--- src/rtl/target_overlay_pkg.sv ---
// Shared types and constants for the target overlay: lock states, pipeline
// depth, default ring colours and crosshair reach.
package target_overlay_pkg;

  typedef enum logic [1:0] {
    SEARCH = 2'd0,
    LOCKED = 2'd1,
    LOST   = 2'd2
  } lock_state_t;

  localparam int          PIPE_LAT       = 3;
  localparam logic [11:0] LOCK_COLOR_DEF = 12'h0F0;
  localparam logic [11:0] LOST_COLOR_DEF = 12'hF00;
  localparam int          CROSSHAIR_HALF = 8;

endpackage

--- src/rtl/target_overlay_if.sv ---
// Video timing, tracker result and overlay output bundle between the pixel
// pipeline and the target overlay.
interface target_overlay_if;
  logic        vsync;
  logic [10:0] hcount;
  logic [9:0]  vcount;
  logic [11:0] pixel_in;
  logic [31:0] x_center;
  logic [31:0] y_center;
  logic [23:0] radius;
  logic [11:0] pixel_out;
  logic        target_valid;
  logic [1:0]  lock_state;

  modport master (
    output vsync, hcount, vcount, pixel_in, x_center, y_center, radius,
    input  pixel_out, target_valid, lock_state
  );

  modport slave (
    input  vsync, hcount, vcount, pixel_in, x_center, y_center, radius,
    output pixel_out, target_valid, lock_state
  );
endinterface

--- src/rtl/target_lock_fsm.sv ---
// Frame-rate lock qualifier: SEARCH -> LOCKED after enough present frames,
// LOCKED -> LOST on a miss, LOST -> SEARCH after a run of misses.
module target_lock_fsm
  import target_overlay_pkg::*;
#(
  parameter int LOCK_FRAMES = 3,
  parameter int LOST_FRAMES = 30
) (
  input  logic        clk,
  input  logic        rst_in,
  input  logic        frame_strobe,
  input  logic        present,
  output lock_state_t state,
  output logic        latch_enable
);

  localparam int LOCK_W = $clog2(LOCK_FRAMES + 1);
  localparam int LOST_W = $clog2(LOST_FRAMES + 1);

  lock_state_t       state_reg, state_next;
  logic [LOCK_W-1:0] lock_cnt_reg, lock_cnt_next;
  logic [LOST_W-1:0] lost_cnt_reg, lost_cnt_next;

  always_ff @(posedge clk) begin
    if (rst_in) begin
      state_reg    <= SEARCH;
      lock_cnt_reg <= '0;
      lost_cnt_reg <= '0;
    end else begin
      state_reg    <= state_next;
      lock_cnt_reg <= lock_cnt_next;
      lost_cnt_reg <= lost_cnt_next;
    end
  end

  // The position latch is frozen whenever the current frame is a miss outside SEARCH
  always_comb begin
    state_next    = state_reg;
    lock_cnt_next = lock_cnt_reg;
    lost_cnt_next = lost_cnt_reg;
    latch_enable  = 1'b0;
    if (frame_strobe) begin
      case (state_reg)
        SEARCH: begin
          latch_enable = 1'b1;
          if (!present) begin
            lock_cnt_next = '0;
          end else if (lock_cnt_reg == LOCK_W'(LOCK_FRAMES - 1)) begin
            state_next    = LOCKED;
            lock_cnt_next = '0;
          end else begin
            lock_cnt_next = lock_cnt_reg + LOCK_W'(1);
          end
        end
        LOCKED: begin
          if (present) begin
            latch_enable = 1'b1;
          end else begin
            state_next    = LOST;
            lost_cnt_next = '0;
          end
        end
        LOST: begin
          if (present) begin
            latch_enable  = 1'b1;
            state_next    = LOCKED;
            lost_cnt_next = '0;
          end else if (lost_cnt_reg == LOST_W'(LOST_FRAMES - 1)) begin
            state_next    = SEARCH;
            lost_cnt_next = '0;
          end else begin
            lost_cnt_next = lost_cnt_reg + LOST_W'(1);
          end
        end
        default: state_next = SEARCH;
      endcase
    end
  end

  assign state = state_reg;

endmodule

--- src/rtl/target_overlay.sv ---
// Draws the tracked target as a ring on the VGA stream with 3-cycle latency.
// Optional crosshair: define TARGET_OVERLAY_CROSSHAIR_EN.
module target_overlay
  import target_overlay_pkg::*;
#(
  parameter int          MIN_RADIUS  = 4,
  parameter int          LOCK_FRAMES = 3,
  parameter int          LOST_FRAMES = 30,
  parameter int          RING_W      = 3,
  parameter logic [11:0] LOCK_COLOR  = LOCK_COLOR_DEF,
  parameter logic [11:0] LOST_COLOR  = LOST_COLOR_DEF
) (
  input  logic             clk,
  input  logic             rst_in,
  target_overlay_if.slave  bus
);

  logic        vsync_q_reg;
  logic        fall;
  logic [10:0] x_sat;
  logic [9:0]  y_sat, r_sat, ri_sat;
  logic [19:0] rr_next, ri2_next;
  logic        present, latch_enable;
  lock_state_t state;

  logic [10:0] xc_reg;
  logic [9:0]  yc_reg, r_reg;
  logic [19:0] rr_reg, ri2_reg;

  always_ff @(posedge clk) begin
    if (rst_in) vsync_q_reg <= 1'b0;
    else        vsync_q_reg <= bus.vsync;
  end

  assign fall = vsync_q_reg & ~bus.vsync;

  // Saturate tracker results to screen range; squares are precomputed per frame
  always_comb begin
    x_sat    = (bus.x_center > 32'd2047) ? 11'd2047 : bus.x_center[10:0];
    y_sat    = (bus.y_center > 32'd1023) ? 10'd1023 : bus.y_center[9:0];
    r_sat    = (bus.radius > 24'd1023) ? 10'd1023 : bus.radius[9:0];
    ri_sat   = (int'(r_sat) > RING_W) ? r_sat - 10'(RING_W) : 10'd0;
    rr_next  = 20'(r_sat) * 20'(r_sat);
    ri2_next = 20'(ri_sat) * 20'(ri_sat);
    present  = int'(r_sat) >= MIN_RADIUS;
  end

  target_lock_fsm #(
    .LOCK_FRAMES (LOCK_FRAMES),
    .LOST_FRAMES (LOST_FRAMES)
  ) u_fsm (
    .clk          (clk),
    .rst_in       (rst_in),
    .frame_strobe (fall),
    .present      (present),
    .state        (state),
    .latch_enable (latch_enable)
  );

  always_ff @(posedge clk) begin
    if (rst_in) begin
      xc_reg  <= '0;
      yc_reg  <= '0;
      r_reg   <= '0;
      rr_reg  <= '0;
      ri2_reg <= '0;
    end else if (latch_enable) begin
      xc_reg  <= x_sat;
      yc_reg  <= y_sat;
      r_reg   <= r_sat;
      rr_reg  <= rr_next;
      ri2_reg <= ri2_next;
    end
  end

  // S1: signed offsets, widened by one bit so off-screen centres never wrap
  logic signed [11:0] dx_reg, dy_reg;
  always_ff @(posedge clk) begin
    if (rst_in) begin
      dx_reg <= '0;
      dy_reg <= '0;
    end else begin
      dx_reg <= $signed({1'b0, bus.hcount}) - $signed({1'b0, xc_reg});
      dy_reg <= $signed({2'b00, bus.vcount}) - $signed({2'b00, yc_reg});
    end
  end

  // S2: squared distance from magnitudes
  logic [11:0] adx, ady;
  logic [22:0] d2_reg;
  always_comb begin
    adx = dx_reg[11] ? 12'(-dx_reg) : 12'(dx_reg);
    ady = dy_reg[11] ? 12'(-dy_reg) : 12'(dy_reg);
  end

  always_ff @(posedge clk) begin
    if (rst_in) d2_reg <= '0;
    else        d2_reg <= 23'(adx) * 23'(adx) + 23'(ady) * 23'(ady);
  end

`ifdef TARGET_OVERLAY_CROSSHAIR_EN
  logic cross_reg;
  always_ff @(posedge clk) begin
    if (rst_in) cross_reg <= 1'b0;
    else        cross_reg <= ((dx_reg == '0) && (ady <= 12'(CROSSHAIR_HALF))) ||
                             ((dy_reg == '0) && (adx <= 12'(CROSSHAIR_HALF)));
  end
`endif

  // Pixel delay line matching the first PIPE_LAT-1 stages
  logic [11:0] pix_dly_reg [PIPE_LAT-1];
  generate
    for (genvar gi = 0; gi < PIPE_LAT - 1; gi++) begin : g_pix_dly
      always_ff @(posedge clk) begin
        if (rst_in)        pix_dly_reg[gi] <= '0;
        else if (gi == 0)  pix_dly_reg[gi] <= bus.pixel_in;
        else               pix_dly_reg[gi] <= pix_dly_reg[(gi == 0) ? 0 : gi - 1];
      end
    end
  endgenerate

  // S3: ring test and colour select
  logic        ring, paint;
  logic [11:0] pixel_out_next, pixel_out_reg;
  always_comb begin
    ring = (r_reg != '0) && (d2_reg <= 23'(rr_reg)) && (d2_reg >= 23'(ri2_reg));
`ifdef TARGET_OVERLAY_CROSSHAIR_EN
    paint = ring | cross_reg;
`else
    paint = ring;
`endif
    pixel_out_next = pix_dly_reg[PIPE_LAT-2];
    if (paint && state == LOCKED)    pixel_out_next = LOCK_COLOR;
    else if (paint && state == LOST) pixel_out_next = LOST_COLOR;
  end

  always_ff @(posedge clk) begin
    if (rst_in) pixel_out_reg <= '0;
    else        pixel_out_reg <= pixel_out_next;
  end

  assign bus.pixel_out    = pixel_out_reg;
  assign bus.target_valid = (state == LOCKED);
  assign bus.lock_state   = state;

endmodule

--- src/flat_wrapper.sv ---
// flat-port wrapper written by rule: the top's interface ports become plain ports
module target_overlay_flat import target_overlay_pkg::*;
#(
  parameter int          MIN_RADIUS  = 4,
  parameter int          LOCK_FRAMES = 3,
  parameter int          LOST_FRAMES = 30,
  parameter int          RING_W      = 3,
  parameter logic [11:0] LOCK_COLOR  = LOCK_COLOR_DEF,
  parameter logic [11:0] LOST_COLOR  = LOST_COLOR_DEF
)
  (clk, rst_in, bus_vsync, bus_hcount, bus_vcount, bus_pixel_in, bus_x_center, bus_y_center, bus_radius, bus_pixel_out, bus_target_valid, bus_lock_state);
  target_overlay_if bus_i ();
  input  logic clk;
  input  logic rst_in;
  input wire logic [$bits(bus_i.vsync)-1:0] bus_vsync;
  input wire logic [$bits(bus_i.hcount)-1:0] bus_hcount;
  input wire logic [$bits(bus_i.vcount)-1:0] bus_vcount;
  input wire logic [$bits(bus_i.pixel_in)-1:0] bus_pixel_in;
  input wire logic [$bits(bus_i.x_center)-1:0] bus_x_center;
  input wire logic [$bits(bus_i.y_center)-1:0] bus_y_center;
  input wire logic [$bits(bus_i.radius)-1:0] bus_radius;
  output wire logic [$bits(bus_i.pixel_out)-1:0] bus_pixel_out;
  output wire logic [$bits(bus_i.target_valid)-1:0] bus_target_valid;
  output wire logic [$bits(bus_i.lock_state)-1:0] bus_lock_state;
  assign bus_i.vsync = bus_vsync;
  assign bus_i.hcount = bus_hcount;
  assign bus_i.vcount = bus_vcount;
  assign bus_i.pixel_in = bus_pixel_in;
  assign bus_i.x_center = bus_x_center;
  assign bus_i.y_center = bus_y_center;
  assign bus_i.radius = bus_radius;
  assign bus_pixel_out = bus_i.pixel_out;
  assign bus_target_valid = bus_i.target_valid;
  assign bus_lock_state = bus_i.lock_state;
  target_overlay #(.MIN_RADIUS(MIN_RADIUS), .LOCK_FRAMES(LOCK_FRAMES), .LOST_FRAMES(LOST_FRAMES), .RING_W(RING_W), .LOCK_COLOR(LOCK_COLOR), .LOST_COLOR(LOST_COLOR)) u_core (.clk(clk), .rst_in(rst_in), .bus(bus_i));
endmodule
--- config.mk ---
export PLATFORM = sky130hd
export DESIGN_NAME = target_overlay_flat
export DESIGN_NICKNAME = d
export VERILOG_FILES = /design/src/rtl/target_overlay_pkg.sv /design/src/rtl/target_overlay_if.sv /design/src/rtl/target_lock_fsm.sv /design/src/rtl/target_overlay.sv /design/src/flat_wrapper.sv
export SDC_FILE = /design/constraint.sdc
export NUM_CORES = 1
export LEC_CHECK = 0
export CELL_PAD_IN_SITES_DETAIL_PLACEMENT = 1
export CELL_PAD_IN_SITES_GLOBAL_PLACEMENT = 1
export CORE_MARGIN = 1
export CORE_UTILIZATION = 30
export DETAILED_ROUTE_END_ITERATION = 10
export MAX_ROUTING_LAYER = met4
export PLACE_DENSITY = 0.58
export SETUP_SLACK_MARGIN = 0.1
export SYNTH_ARGS = -nofsm -noshare
export SYNTH_HDL_FRONTEND = slang
export SYNTH_SLANG_ARGS = --single-unit
--- constraint.sdc ---
create_clock -name clk -period 10.6 [get_ports clk]
set_input_delay 1.06 -clock clk [delete_from_list [all_inputs] [get_ports clk]]
set_output_delay 1.06 -clock clk [all_outputs]
set_load 0.03 [all_outputs]
==> metrics.txt, run 1 <==
status=finished, final reports clean; hold buffers post-CTS=0; clock tree from TritonCTS=yes; CP bufs+invs=8; number of synthesized flops with an enable pin=0; CTS H-tree lvls=4; drt first pass iters=7; clock sink count=160; Largest delay share family, worst path=adder cells; first-pass GRT wire length=93,200 um; CTS Buf Count=17; later-pin clock latency in the skew report=0.46 ns; Period minus WS final=8.95 ns; CP endpoint kind=flip-flop; die area=68,200 um^2; first-iteration detailed-routing DRC count=504; Hold Crit Depth=1; Largest register FFs=24; commonest non-fill, non-tap cells in the layout=inv_1 (430), fa_1 (293), ha_1 (258), nor2_1 (222), dfxtp_1 (160); type of the most critical hold path=reg2reg; fin cells=3,243; synthesized instance count=2,221; sequential share of the synthesized area=15.9%; post-placement cell count=3,209; # IOs=139; critical path class=in2reg; DR WL/cell=17.4 um; Pins Over Slew Limit=0; fill count=7,760; nets=3,039; IO buf count=138; Area growth syn-to-layout=15.4%; Synth Flop Type=dfxtp_1; area occupied by multi-input gates=15,200 um^2; slowest CP cell=nor2_1; clock root buffer=clkbuf_16; Worst-path clk slew=0.08 ns; Final WS setup=1.65 ns; largest net degree at the start of global routing=76; vias per std cell=4.68; vias in the first global route=17,278; Vias=15,178; # setup viols final=0; Mapped Avg Cell Area=9.07 um^2; row cnt=94; WP data arrival=9.33 ns; Starting Density=30.5%; initial antenna violation count=2; pre-CTS WS=1.14 ns; Die Ht=261 um; total grt overflow=0; Seq cells post-synth=160; Worst-Margin Slew=1.41 ns; CP max stage delay=0.62 ns; dpl hpwl=48,500 um; RSZ-0062 raised after global routing=false; Maximum Capacitance Violations=0; Crit path depth=30; Residual DRC=0; Tot GR Track Use=18.0%; Fmax=112 MHz; required time worst endpoint=10.98 ns; Synth Warn #=0; slew margin rel.=5.54%; CORE AREA=66,100 um^2; CP Launch Type=primary input; CP max FO=17; Synth cell types=66; Clock Path Buffers=2; Post-CTS Setup Inserts=0; FF+latch area=3200 um^2; Post-Synthesis Cell Area=20,100 um^2; Post-CTS Resized=0; FFs w/ async S/R, synth=0%; Final Cycle Share=84.4%; FF-to-FF path depth=26; Final Wtd Congestion=0.852; total negative slack=0 ns; Post-DRT Antenna Nets=0; Chip Width=261 um; commonest non-fill, non-tap cell in the layout=inv_1; Clock Skews=0.0148 ns; drt total wl=56,500 um; most frequent cell on the critical path=inv_1; endpoints failing hold=0; share of cells above drive strength 1=3.91%
==> worst reg2reg max path: cells and delay by family (launching register included) <==
kind	cells	cell delay (ns)
adders and majority gates	9	4.41
xor gates and xnor gates	1	0.79
DFF	1	0.31
AOI/OAI and AO/OA	6	1.14
and+or+nand+nor	4	0.84
buffers and inverters	6	1.29
==> cells in the mapped netlist (all sizes together) (6+ instances only) <==
| master | n | share of area (%) |
|---|---|---|
| a21o | 65 | 2.4 |
| dfxtp | 160 | 16 |
| o21a | 10 | 0.37 |
| nor3 | 30 | 0.75 |
| fa | 293 | 29 |
| mux2i | 6 | 0.30 |
| a21boi | 14 | 0.52 |
| or3 | 9 | 0.30 |
| or4 | 8 | 0.34 |
| ha | 258 | 16 |
| nand2 | 134 | 2.5 |
| nand2b | 33 | 1.0 |
| nand3 | 16 | 0.40 |
| and3 | 9 | 0.28 |
| nor2b | 51 | 1.6 |
| xnor2 | 53 | 2.3 |
| a21oi | 88 | 2.2 |
| a211oi | 33 | 1.2 |
| clkbuf | 40 | 0.75 |
| buf | 20 | 0.57 |
| nor4 | 22 | 0.76 |
| nor2 | 222 | 4.1 |
| nand4 | 11 | 0.34 |
| nor3b | 13 | 0.48 |
| o21ai | 43 | 1.1 |
| o221a | 11 | 0.62 |
| a31oi | 9 | 0.28 |
| inv | 432 | 8.1 |
| and2 | 12 | 0.37 |
| xor2 | 45 | 2.0 |
==> logic make-up (layout without fill, tap and decap cells) <==
logic type	count (synthesis)	after routing	synth area share [%]
AND/OR/NAND/NOR	586	586	13.9
adder cells (fa/ha/maj)	551	551	45.2
buffers and inverters	496	624	9.44
AO/OA/AOI/OAI	317	317	10.7
flip-flops	160	160	15.9
XOR/XNOR	98	98	4.26
multiplexers	11	11	0.578
other	2	32	0.0373
==> area by class of cell <==
cell class | count | share of cell area [%]
well taps | 864 | 4.65
clock inverters | 15 | 0.846
flip-flops and latches | 160 | 13.8
repair buffers | 156 | 6.52
clock buffers | 17 | 1.83
diodes | 2 | 0.0215
multi-input cells | 1593 | 65.3
inverters | 436 | 7.05
==> metrics by stage <==
stage                     area [um^2]  hold slack [ns]  utilization [%]
after global routing            23200            0.454             35.1
final                           23200            0.429             35.1
after CTS                       23200            0.433             35.1
after floorplan                 20200            0.403                -
after global placement          22600            0.420             34.2
after detailed placement        22600            0.418             34.2
==> layer usage <==
metal | wire length [um] | track usage (%) | vias to the layer above
met1 | 26200 | 22.6 | 7599
met5 | 0 | - | -
met4 | 1330 | 5.38 | 0
met2 | 28100 | 30.9 | 149
met3 | 873 | 1.45 | 65
li1 | - | - | 7365
==> path summary, 6_finish.rpt <==
path                                 start                 endpoint  slack [ns]
setup / recovery            bus_radius[18]       u_core.ri2_reg[16]        1.65
hold / removal    u_core.pix_dly_reg[1][7]  u_core.bus.pixel_out[7]        0.43
setup reg to reg          u_core.dy_reg[0]        u_core.d2_reg[22]        1.76
hold reg to reg   u_core.pix_dly_reg[1][7]  u_core.bus.pixel_out[7]        0.43
Power of run 1 is not shown: default switching activity piles up to over one toggle a cycle in this logic, so the estimate is an artifact.
==> inputs of run 2 (changes only) <==
PLACE_DENSITY = 0.61   (was 0.58)
clock period = 7.5 ns   (was 10.6 ns; I/O delays follow)
==> run 2 against run 1 <==
  * Global-route usage barely moved
  * Die area is the same
  * Via count rose by 4.0%
  * Worst hold slack gained 0.0079 ns
  * Utilization grew 2.5 points
  * Flip-flop and latch count unchanged
  * First-iteration DRC count decreased by 8.1%
  * Sequential share of layout area decreased by 0.93 points
  * Cell count is 5.1% higher
  * Critical path type unchanged
==> metrics.txt, run 2 (same netlist as run 1, synthesis figures left out) <==
status=finished, final reports clean; DR WL/cell=17.0 um (-2.3%); die area=68,200 um^2 (unchanged); Worst-Margin Slew=1.06 ns (-0.354 ns); total grt overflow=0 (unchanged); CP max stage delay=0.55 ns (-0.07 ns); type of the most critical hold path=reg2reg; clock tree from TritonCTS=yes; clock root buffer=clkbuf_16; fin util=37.7% (+2.5 points); Worst-path clk slew=0.08 ns (about the same); Vias=15,792 (+4.0%); commonest non-fill, non-tap cell in the layout=inv_1; initial antenna violation count=0 (-2); Final Wtd Congestion=0.857 (+0.62%); Largest delay share family, worst path=adder cells; Period minus WS final=7.26 ns; Final WS setup=0.240 ns (-1.41 ns); drt first pass iters=6 (-1); endpoints failing hold=0 (unchanged); Largest register FFs=24 (unchanged); CP Launch Type=primary input; # setup viols final=0 (unchanged); WP data arrival=7.60 ns (-1.73 ns); critical path class=in2reg; RSZ-0062 raised after global routing=true; required time worst endpoint=7.84 ns (-3.14 ns); first-pass GRT wire length=93,900 um (+0.79%); Clock Path Buffers=2 (unchanged); commonest non-fill, non-tap cells in the layout=inv_1 (426), fa_1 (287), ha_1 (249), nor2_1 (206), buf_4 (182); vias per std cell=4.64 (-0.96%); Starting Density=30.5% (unchanged); Area growth syn-to-layout=23.7%; Fmax=138 MHz; CP bufs+invs=6 (-2); clock sink count=160 (unchanged); n_diodes=0 (-2); Post-DP Area=23,700 um^2 (+5.0%); IO buf count=138 (unchanged); Tot GR Track Use=18.1% (+0.032 points); CP endpoint kind=flip-flop; Pins Over Slew Limit=0 (unchanged); dpl hpwl=49,900 um (+3.0%); Clock Skews=0.0176 ns (+0.00280 ns); vias in the first global route=17,678 (+2.3%); most frequent cell on the critical path=fa_1; Maximum Capacitance Violations=0 (unchanged); CTS Buf Count=17 (unchanged); post-placement cell count=3,359 (+4.7%); Final Cycle Share=96.8%; share of cells above drive strength 1=13.2% (+9.3 points); nets=3,205 (+5.5%); fin cells=3,407 (+5.1%); Post-DRT Antenna Nets=0 (unchanged); CTS H-tree lvls=4 (unchanged); CP max FO=5 (-12); CORE AREA=66,100 um^2 (unchanged); first-iteration detailed-routing DRC count=463 (-8.1%); crit-path cells=clkdlybuf4s50_1 -> or4_4 -> or3_4 -> or4_4 -> nand2_1 -> nor2_1 -> fa_1 -> inv_1 -> fa_1 -> fa_1 -> inv_1 -> fa_1 -> inv_1 -> fa_1 -> inv_1 -> ha_4 -> a21o_1 -> or4_1 -> o21ba_4 -> o41ai_4 -> buf_4 -> o21ba_2 -> xnor2_1 -> a22o_1; hold buffers post-CTS=0 (unchanged); later-pin clock latency in the skew report=0.46 ns (about the same); Design Area, Final=24,900 um^2 (+7.2%); # IOs=139 (unchanged); row cnt=94 (unchanged); drt total wl=58,000 um (+2.7%); Residual DRC=0 (unchanged); Die Ht=261 um (unchanged); slew margin rel.=28.9% (+23 points); Chip Width=261 um (unchanged); slowest CP cell=or4_4; pre-CTS WS=-0.301 ns (-1.44 ns); largest net degree at the start of global routing=67 (-12%)
run 2: cell types whose count changed in the layout (fill, tap and decap cells not counted), moves of 6 or more:
cell | previous run | this run
buf_4 | 19 | 182
fa_2 | 0 | 6
a21oi_1 | 87 | 78
ha_1 | 258 | 249
nor2_2 | 0 | 14
a21oi_2 | 1 | 9
o21ai_0 | 42 | 36
fa_1 | 293 | 287
ha_4 | 0 | 6
nor2_1 | 222 | 206
run 2: final timing paths:
path                            cells past startpoint                       to  slack [ns]                      from
worst max register to register                     26        u_core.d2_reg[21]        0.30          u_core.dx_reg[0]
worst max-delay path                               24       u_core.ri2_reg[17]        0.24             bus_radius[2]
worst min-delay path                                1  u_core.bus.pixel_out[4]        0.44  u_core.pix_dly_reg[1][4]
worst min register to register                      1  u_core.bus.pixel_out[4]        0.44  u_core.pix_dly_reg[1][4]
run 2: layer usage:
| layer | global-route usage (%) | share of wire, % | vias up |
|---|---|---|---|
| met1 | 22.6 | 45 | 7908 |
| met3 | 1.44 | 2.5 | 46 |
| met5 | - | 0 | - |
| li1 | - | - | 7684 |
| met2 | 32.0 | 51 | 154 |
| met4 | 3.05 | 1.2 | 0 |
run 2: worst reg2reg max path: stages, from the launching register on:
cell      delay [ns]
dfxtp_1         0.33
buf_4           0.17
or3_4           0.42
o31ai_4         0.20
xor2_1          0.20
buf_4           0.19
buf_4           0.15
nor2_1          0.06
fa_1            0.59
inv_1           0.08
fa_1            0.54
inv_1           0.05
fa_1            0.48
inv_1           0.05
fa_1            0.47
fa_1            0.62
fa_2            0.49
fa_1            0.56
inv_1           0.07
ha_4            0.29
a21o_1          0.17
a31oi_4         0.06
o311ai_4        0.31
a31oi_4         0.15
a21oi_2         0.18
xnor2_1         0.15
nor2_1          0.05
run 2: through the flow:
step	hold WS [ns]	setup TNS, ns
final	0.437	0
after global routing	0.443	-0.00115
after CTS	0.442	0
after detailed placement	0.413	-1.52
after global placement	0.413	-0.624
after floorplan	0.403	0
run 2: final cells by class:
class	count	area [um^2]
timing repair buffer	322	2780
inverter	436	1640
clock buffer	17	425
sequential	160	3200
tap	864	1080
fill	7664	41200
clock inverter	15	173
multi-input combinational	1593	15600
run 2: repair_timing:
item	in CTS	in global routing
pin swaps	6	49
cloned	0	0
buffers inserted	0	16
endpoints found under the setup margin	5	18
resized for setup	8	93
Power of run 2 is left out for the same reason.
==> RTL change, RTL diff (config.mk and constraints of run 1) <==
`dy_reg` no longer has a reset.
--- a/src/rtl/target_overlay.sv
+++ b/src/rtl/target_overlay.sv
@@ -79,9 +79,11 @@
     if (rst_in) begin
       dx_reg <= '0;
-      dy_reg <= '0;
     end else begin
       dx_reg <= $signed({1'b0, bus.hcount}) - $signed({1'b0, xc_reg});
-      dy_reg <= $signed({2'b00, bus.vcount}) - $signed({2'b00, yc_reg});
     end
+  end
+
+  always_ff @(posedge clk) begin
+    dy_reg <= $signed({2'b00, bus.vcount}) - $signed({2'b00, yc_reg});
   end
 
Formal check against the unedited RTL: same outputs for any inputs over 4 cycles, from zero or initial values and one cycle with rst_in high; that may be too few to reach the edited logic, so the function may still have changed.
==> RTL change against run 1 <==
Count of clock-buffer cells in the layout unchanged. Worst setup slack better by 0.28 ns. Area after synthesis up 0.11%. Die area up 0.11%. Final area up 0.22%. Register-to-register slack better by 0.17 ns. Wire length up 0.51%. Sequential cell count unchanged. Final cell count up 1.4%. First-iteration DRC count up 21%. Clock skew about the same. Critical path type is now flop to flop.
Power is not shown: default switching activity piles up to over one toggle a cycle in this logic, so the estimate is an artifact.
==> RTL change: results (changes against run 1) <==
stage	metric	value	unit	change
routing	Via density	4.67		was 4.68
yosys	mean area per synthesized cell	8.90	um2	was 9.07 um2
yosys	top_reg_cell synth	dfxtp_1		unchanged
routing	routed len/inst	17.2	um	was 17.4 um
clock_network	H-tree depth	4		unchanged
place	Detailed Place HPWL	49.1	mm	was 48.5 mm
setup_path	CP top delay family	adder cells		unchanged
setup_path	internal reg-to-reg setup slack	1.93	ns	was 1.76 ns
grt	initial antenna violation count	1		was 2
setup_path	CP arrival	9.03	ns	was 9.33 ns
grt	first-pass GRT wire length	93.0	mm	was 93.2 mm
clock_network	clk_lat worst skew	0.49	ns	was 0.46 ns
final_layout	Final nets	3088		was 3039
timing	Worst slew margin	0.113		was 0.0554
setup_path	FF-to-FF End	u_core.d2_reg[21]		was u_core.d2_reg[22]
setup_path	Crit Path Category	flop to flop		was input port to flop
yosys	Synth Area in Adders	0.450		was 0.452
grt	GR Util met2	0.292		was 0.309
setup_path	Worst path max stage delay	0.68	ns	was 0.62 ns
yosys	XOR/XNOR Fraction of Synth Area	0.0464		was 0.0426
timing	Clock Skews	0.0149	ns	was 0.0148 ns
final_layout	Post-Layout Cell Count	3290		was 3243
clock_network	Root Driver	clkbuf_16		unchanged
yosys	register area share after synthesis	0.159		about the same
yosys	count of cell types in the netlist	73		was 66
grt	GRT Resource Usage Total	0.181		was 0.180
yosys	Synth Area in Compound Gates	0.0912		was 0.107
place	RePlAce Congestion	0.852		about the same
timing	final setup vio count	0		unchanged
yosys	YS warnings	0		unchanged
final_layout	Fill cells	7757		was 7760
setup_path	Slowest cell on crit path	xor2_1		was nor2_1
final_layout	ratio of cells with drive above 1 in the final layout	0.0392		was 0.0391
yosys	Post-synth top cells	438 x inv_1, 291 x fa_1, 260 x ha_1		was 430 x inv_1, 293 x fa_1, 258 x ha_1
setup_path	worst r2r src	u_core.dy_reg[0]		unchanged
grt	GR Util met1	0.246		was 0.226
yosys	top cells by area, synth	fa_1 29%, ha_1 16%, dfxtp_1 16%		unchanged
grt	met3 usage	0.0178		was 0.0145
routing	drt first pass iters	6		was 7
hold_path	Hold Path Origin	u_core.pix_dly_reg[0][2]		was u_core.pix_dly_reg[1][7]
yosys	post-synthesis mux area share	0.00521		was 0.00578
run_status	outcome	complete, no violations		unchanged
grt	largest net degree at the start of global routing	68		was 76
routing	initial DRC count	612		was 504
grt	vias in the first global route	17300		about the same
setup_path	Reg2Reg Depth	27		was 26
setup_path	Max FO, Critical Path	9		was 17
hold_path	Hold Path End	u_core.pix_dly_reg[1][2]		was u_core.bus.pixel_out[7]
final_layout	# diodes	0		was 2
RTL change: cell count changes in the layout (fill, tap and decap cells not counted), sizes merged, moves of 6 or more:
cell / run 1 / this run
and2: 12 / 21
a21o: 65 / 34
nor4: 22 / 16
a21oi: 88 / 81
nand2: 134 / 207
o21bai: 2 / 8
inv: 441 / 450
or3: 9 / 15
xnor2: 53 / 66
nand2b: 33 / 19
RTL change: cell type report:
type                       count  area (um2)  area share
multi-input combinational   1627       15100       0.651
sequential                   160        3200       0.138
inverter                     447        1680      0.0721
tap                          864        1080      0.0464
clock inverter                15         203     0.00871
clock buffer                  17         425      0.0183
timing repair buffer         160        1540      0.0663
RTL change: cell families after synthesis:
family / after synthesis
buffers and inverters: 506
other: 2
multiplexers: 10
AO/OA/AOI/OAI: 278
flip-flops: 160
adder cells (fa/ha/maj): 551
XOR/XNOR: 106
AND/OR/NAND/NOR: 652
RTL change: metrics by stage:
step / instance area [um2] / setup WS [ns] / hold WS [ns]
2_1_floorplan: 20300 / 2.82 / 0.406
3_3_place_gp: 22700 / 2.05 / 0.426
3_5_place_dp: 22700 / 1.80 / 0.427
4_1_cts: 23300 / 2.01 / 0.446
5_1_grt: 23300 / 1.56 / 0.464
6_report: 23300 / 1.93 / 0.440
RTL change: worst max-delay path by stage:
stage | to | slack (ns) | cells after the start
3_5_place_dp | u_core.ri2_reg[15] | 1.80 | 29
4_1_cts | u_core.d2_reg[21] | 2.01 | 27
3_3_place_gp | u_core.ri2_reg[19] | 2.05 | 30
6_report | u_core.d2_reg[21] | 1.93 | 27
2_1_floorplan | u_core.ri2_reg[19] | 2.82 | 31
5_1_grt | u_core.d2_reg[21] | 1.56 | 27
RTL change: layer usage:
layer,up-vias,part of all wire
met5,-,0
met4,0,0.011
met3,27,0.020
met2,124,0.48
met1,7767,0.49
li1,7436,-
RTL change: worst reg2reg max path, cell delays in order, from the launching register on:
cell      delay (ns)
dfxtp_1         0.39
clkinv_1        0.22
ha_1            0.22
nand2_1         0.07
or3_1           0.34
or3_1           0.35
nand2_1         0.09
xor2_1          0.68
nor2_1          0.20
fa_1            0.56
inv_1           0.06
fa_1            0.49
fa_1            0.51
inv_1           0.05
fa_1            0.47
inv_1           0.06
fa_1            0.52
fa_1            0.53
fa_1            0.56
inv_1           0.04
ha_1            0.19
or3_1           0.40
o31a_1          0.36
a21boi_0        0.46
a31oi_1         0.27
a31oi_1         0.25
xor2_1          0.16
nor2_1          0.05
